[config.mk]
export PLATFORM = sky130hd
export DESIGN_NAME = fa_4bit
export DESIGN_NICKNAME = d
export VERILOG_FILES = /design/src/rtl/fa_1bit.sv /design/src/rtl/fa_4bit.sv
export SDC_FILE = /design/constraint.sdc
export NUM_CORES = 1
export LEC_CHECK = 0
export CAP_MARGIN = 20
export CORE_AREA = 2 2 39 41
export CTS_CLUSTER_SIZE = 8
export DETAILED_ROUTE_END_ITERATION = 6
export DIE_AREA = 0 0 41 43
export GPL_TIMING_DRIVEN = 0
export PLACE_DENSITY = 0.4
export SLEW_MARGIN = 0
export SYNTH_ARGS = -nofsm -noshare
export SYNTH_HDL_FRONTEND = slang
export SYNTH_HIERARCHICAL = 1
export SYNTH_SLANG_ARGS = --single-unit
export TNS_END_PERCENT = 50
[constraint.sdc]
create_clock -name clk -period 2.8 [get_ports clk]
set_input_delay 0.56 -clock clk [delete_from_list [all_inputs] [get_ports clk]]
set_output_delay 0.56 -clock clk [all_outputs]
set_load 0.03 [all_outputs]
[src/rtl/fa_1bit.sv]
// One-bit full adder cell.
// Used as the ripple-chain element of fa_4bit.
module fa_1bit (
    output logic s,
    output logic co,
    input  logic a,
    input  logic b,
    input  logic ci
);

    logic p;

    // Propagate, sum and carry-out of a single bit
    always_comb begin
        p  = a ^ b;
        s  = p ^ ci;
        co = (a & b) | (ci & p);
    end

endmodule

[src/rtl/fa_4bit.sv]
// 4-bit ripple-carry adder built from fa_1bit cells.
// REG_OUT=1 registers {c,S}; REG_OUT=0 is purely combinational.
module fa_4bit #(
    parameter bit REG_OUT = 1'b1
) (
    input  logic clk,
    input  logic rst,
    output logic s0,
    output logic s1,
    output logic s2,
    output logic s3,
    output logic c,
    input  logic a0,
    input  logic a1,
    input  logic a2,
    input  logic a3,
    input  logic b0,
    input  logic b1,
    input  logic b2,
    input  logic b3,
    input  logic ci
);

    localparam int W = 4;

    logic [W-1:0] a;
    logic [W-1:0] b;
    logic [W-1:0] sum;
    logic [W:0]   carry;
    logic [W:0]   res;

    assign a        = {a3, a2, a1, a0};
    assign b        = {b3, b2, b1, b0};
    assign carry[0] = ci;

    for (genvar i = 0; i < W; i++) begin : g_bit
        fa_1bit u_fa (
            .s  (sum[i]),
            .co (carry[i+1]),
            .a  (a[i]),
            .b  (b[i]),
            .ci (carry[i])
        );
    end

    if (REG_OUT) begin : g_reg
        logic [W:0] q;

        // Capture the ripple result each edge; reset wins over capture
        always_ff @(posedge clk) begin
            if (rst) begin
                q <= '0;
            end else begin
                q <= {carry[W], sum};
            end
        end

        assign res = q;
    end else begin : g_comb
        logic unused_clk_rst;

        assign unused_clk_rst = clk ^ rst;
        assign res = {carry[W], sum};
    end

    assign {c, s3, s2, s1, s0} = res;

endmodule

==> impl_metrics.toml, run 1 <==
[status]
status = "finished, final reports clean"

[global_route]
met3_usage = 0.0157
grt_pass1_vias = 180
grt_overflow = 0
grt_pass1_wl_um = 558
grt_usage = 0.0505
grt_busiest_layer = "met2"
gr-usage-met1 = 0.0426
grt_max_degree = 6
antenna_found_initial = 0
met2_usage = 0.0781

[placement]
place_ws_ns = -0.106
placed_cells = 45
place.gp.congestion = 0.558
io_buffers = 15

[routing]
wl_per_cell_um = 7.67
ant_nets = 0
drt_iter0_drc = 0
remaining_drc_errors = 0
firstDrtPassIters = 1
detail_route.vias_per_cell = 3.22
finalWirelength_um = 376
dr_total_vias = 158

[power_and_ir_drop]
p_sw_mw = 0.0558
netSwitchingFraction = 0.250
internal_power_mw = 0.167
power_frac_comb = 0.280
leakagePower_nw = 0.154
sequentialPowerShare = 0.366
finalPower_mw = 0.223
powerDensity_nw_per_um2 = 547
clkPwrFrac = 0.354
ir_worst_vdd_mv = 0.129

[synthesis]
postSynthCellCount = 14
yosys-top-cells-area = "dfxtp_1, fa_1, nor2b_1"
synth_seq_area_share = 0.473
yosys_warnings = 6
synth_top_cell_area_share = 0.473
synth_area_um2 = 211
synthTopCellsByCount = "dfxtp_1, nor2b_1, fa_1"
ys_async_sr_fraction = 0
yosys.area.top_type = "dfxtp_1"
synth_nets = 29
synthFlopType = "dfxtp_1"
ys_seq_elements = 5
ys_types = 3
synth_edf_count = 0
synth.avg_cell_area_um2 = 15.1

[worst_setup_path]
critPathMaxStageDelay_ns = 0.44
cp_data_required_time_ns = 2.92
critPathCaptureType = "flip-flop"
crit_family = "adder cells"
path_class = "input port to flip-flop"
arrival_ns = 2.77
slowest_stage = "fa_1"
critical_path.startpoint_type = "input port"
path_buf_inv = 1
worstPathMaxFanout = 1
crit_end = "g_reg.q[3]"
path_depth = 6
cp-startpoint = "a0"
path_common_cell = "fa_1"
path_cells = "clkdlybuf4s50_1 > fa_1 > fa_1 > fa_1 > fa_1 > nor2b_1"

[timing]
tightest_slew_ns = 0.306
finalHoldViolCount = 0
period_minus_slack_ns = 2.65
setup_ws_ns = 0.149
slew_violations = 0
rsz0062_at_grt = "no"
fmax_mhz = 377
timing.slew.headroom = 0.795
finalSetupViolations = 0
hold_ws_ns = 0.977
fin_crit_sh = 0.947

[final_layout]
area_delta_synth_final_pct = 92.9
layoutNonFillerInstCount = 49
finish.utilization = 0.295
top_regs = "g_reg.q x5"
drive_gt1_frac = 0.0909
fillCellCount = 148
top_register = "g_reg.q"
largest_register_ffs = 5
antennaDiodeCount = 0
finalNetCount = 49

[floorplanning]
die-area_um2 = 1760
die_x_um = 41
start_util = 0.153
core_um2 = 1380
io_pins = 16
num_rows = 14
dieHeight_um = 43

[clocking]
hold_buffers = 0
clk_pin_slew_ns = 0.04
cts_tree = "yes"
postCtsSetupBuffers = 0
cts_buffer_depth = 2
cts.sinks = 5
h-tree-depth = 1
cts_buffers = 3
ctsResizeCount = 0
clk_root_buffer_cell = "clkbuf_4"

[hold_path]
hold_path.class = "input port to flip-flop"
hold_depth = 2

[job]
max_cap_violations = 0
cell usage in the layout (no fill, tap or decap):
cell	n
clkbuf_1	1
clkbuf_4	3
clkdlybuf4s50_1	15
dfxtp_1	5
fa_1	4
nor2b_1	5
per-stage QoR:
stage | TNS (ns) | area, um^2
finish | 0 | 408
global route | 0 | 408
CTS | 0 | 408
detailed placement | -0.163 | 382
global placement | -0.138 | 382
floorplan | 0 | 211
power by group through the flow:
stage | clock (mW) | combinational, mW | sequential, mW
finish | 0.0790 | 0.0625 | 0.0817
global placement | 0 | 0.0635 | 0.0825
floorplan | 0 | 0.0121 | 0.0994
detailed placement | 0 | 0.0637 | 0.0830
global route | 0.0862 | 0.0686 | 0.0820
CTS | 0.0840 | 0.0637 | 0.0818
final cells by class:
class,count,area (um^2),share of cell area
multi-input cells,9,111,0.273
flip-flops and latches,5,100,0.245
clock buffers,4,26.3,0.0644
repair buffers,15,150,0.368
well taps,16,20.0,0.0491
metal layers:
layer  up-vias  wire length [um]  share of wire
li1         79                 -              -
met4         0                 0              0
met3         0                60           0.16
met1        63               138           0.37
met5         -                 0              0
met2        16               177           0.47
cell families (layout without fill, tap and decap cells):
logic type,after synthesis,in the layout,synth area share
buf+inv,0,19,0
fa+ha+maj,4,4,0.379
simple gates,5,5,0.148
flops,5,5,0.473
worst min path at each step:
stage | start | to | slack [ns]
5_1_grt | rst | g_reg.q[2] | 1.01
3_5_place_dp | rst | g_reg.q[1] | 1.23
3_3_place_gp | rst | g_reg.q[0] | 1.22
4_1_cts | rst | g_reg.q[1] | 0.98
2_1_floorplan | rst | g_reg.q[0] | 0.63
6_report | rst | g_reg.q[1] | 0.98
Note: power is estimated with default switching activity, not from simulation.
==> inputs of run 2 (changes only) <==
Settings changed: SETUP_SLACK_MARGIN from default to 0.2.
==> run 2 against run 1 <==
Net effect:
- combinational power increased by 2%
- largest cell class unchanged
- cell count is the same
- sequential power about the same
- core utilization is 0.54 points higher
- highest routed layer unchanged
==> impl_metrics.toml, run 2 (same netlist as run 1, synthesis figures left out) <==
[status]
status = "finished, final reports clean"

[final_layout]
largest_register_ffs = 5
finish.utilization = 0.300
layoutNonFillerInstCount = 49
drive_gt1_frac = 0.182
finalNetCount = 49
mostFrequentLayoutCells = "clkdlybuf4s50_1, nor2b_1, dfxtp_1, clkbuf_4, fa_2"
final_common_cell = "clkdlybuf4s50_1"
area_delta_synth_final_pct = 96.4
top_regs = "g_reg.q x5"
antennaDiodeCount = 0
top_register = "g_reg.q"

[power_and_ir_drop]
ir_worst_vdd_mv = 0.129
powerDensity_nw_per_um2 = 540
leakagePower_nw = 0.152

[timing]
timing.slew.headroom = 0.795
fmax_mhz = 398
hold_ws_ns = 0.977
setup_ws_ns = 0.286
slew_violations = 0
tightest_slew_ns = 0.306
setup_tns_ns = 0
finalSetupViolations = 0
fin_crit_sh = 0.898
rsz0062_at_grt = "no"
period_minus_slack_ns = 2.51
finalHoldViolCount = 0

[global_route]
grt_pass1_vias = 183
antenna_found_initial = 0
grt_busiest_layer = "met2"
grt_overflow = 0
grt_pass1_wl_um = 572
met2_usage = 0.0781
grt_max_degree = 6
gr-usage-met1 = 0.0459
grt_usage = 0.0515
met3_usage = 0.0157

[routing]
drt_iter0_drc = 2
wl_per_cell_um = 7.69
firstDrtPassIters = 2
dr_total_vias = 158
finalWirelength_um = 377
ant_nets = 0
detail_route.vias_per_cell = 3.22
remaining_drc_errors = 0

[hold_path]
min_to = "g_reg.q[1]"
worstHoldStart = "rst"
hold_depth = 2
hold_path.class = "input port to flip-flop"

[worst_setup_path]
slowest_stage = "clkdlybuf4s50_1"
worstPathMaxFanout = 1
critPathCaptureType = "flip-flop"
path_class = "input port to flip-flop"
critical_path.startpoint_type = "input port"
cp_data_required_time_ns = 2.92
path_common_cell = "fa_2"
path_cells = "clkdlybuf4s50_1 > fa_2 > fa_2 > fa_2 > fa_1 > nor2b_1"
arrival_ns = 2.63
crit_family = "adder cells"
critPathMaxStageDelay_ns = 0.44
path_buf_inv = 1

[floorplanning]
core_um2 = 1380
num_rows = 14
die-area_um2 = 1760
start_util = 0.153
io_pins = 16
dieHeight_um = 43
die_x_um = 41

[placement]
place.gp.congestion = 0.558
io_buffers = 15
place_ws_ns = -0.106
placed_cells = 45

[clocking]
cts_buffer_depth = 2
h-tree-depth = 1
cts_tree = "yes"
clk_root_buffer_cell = "clkbuf_4"
cts.sinks = 5
cts_buffers = 3
postCtsSetupBuffers = 0
clk_pin_slew_ns = 0.04

[job]
max_cap_violations = 0
## run 2: cell counts in the layout (fill, tap and decap cells not counted)
No cell type changed its count.
## run 2: timing repair
action | CTS | global route
hold buffers | 0 | 0
gates resized for setup | 2 | 1
setup endpoints to repair | 2 | 1
endpoints found under the hold margin | 0 | 0
gates cloned | 0 | 0
## run 2: metal layers
metal | routed length (um) | vias to the layer above
li1 | - | 79
met2 | 178 | 16
met1 | 138 | 63
met4 | 0 | 0
met5 | 0 | -
met3 | 60 | 0
## run 2: through the flow
step / instance area [um^2] / total power [mW]
2_1_floorplan: 211 / 0.111
3_3_place_gp: 382 / 0.146
6_report: 415 / 0.224
4_1_cts: 413 / 0.230
5_1_grt: 415 / 0.238
3_5_place_dp: 382 / 0.147
## run 2: cell type report
| class | instances | area (um^2) |
|---|---|---|
| multi-input cells | 9 | 119 |
| flip-flops and latches | 5 | 100 |
| clock buffers | 4 | 26.3 |
| well taps | 16 | 20.0 |
| repair buffers | 15 | 150 |
| fillers | 146 | 968 |
## run 2: worst max path at each step
stage | startpoint | to | slack [ns] | cells after the start
6_report | a0 | g_reg.q[3] | 0.29 | 6
3_3_place_gp | a0 | g_reg.q[3] | -0.1 | 6
2_1_floorplan | a0 | g_reg.q[3] | 0.41 | 5
4_1_cts | a0 | g_reg.q[3] | 0.24 | 6
5_1_grt | a0 | g_reg.q[3] | 0.24 | 6
3_5_place_dp | a0 | g_reg.q[3] | -0.11 | 6
## run 2: report_power, final
group          switching [mW]  leakage (nW)  internal, mW
combinational          0.0288        0.0950        0.0347
clock                  0.0254        0.0150        0.0536
sequential            0.00199        0.0417        0.0797
total                  0.0562         0.152         0.168
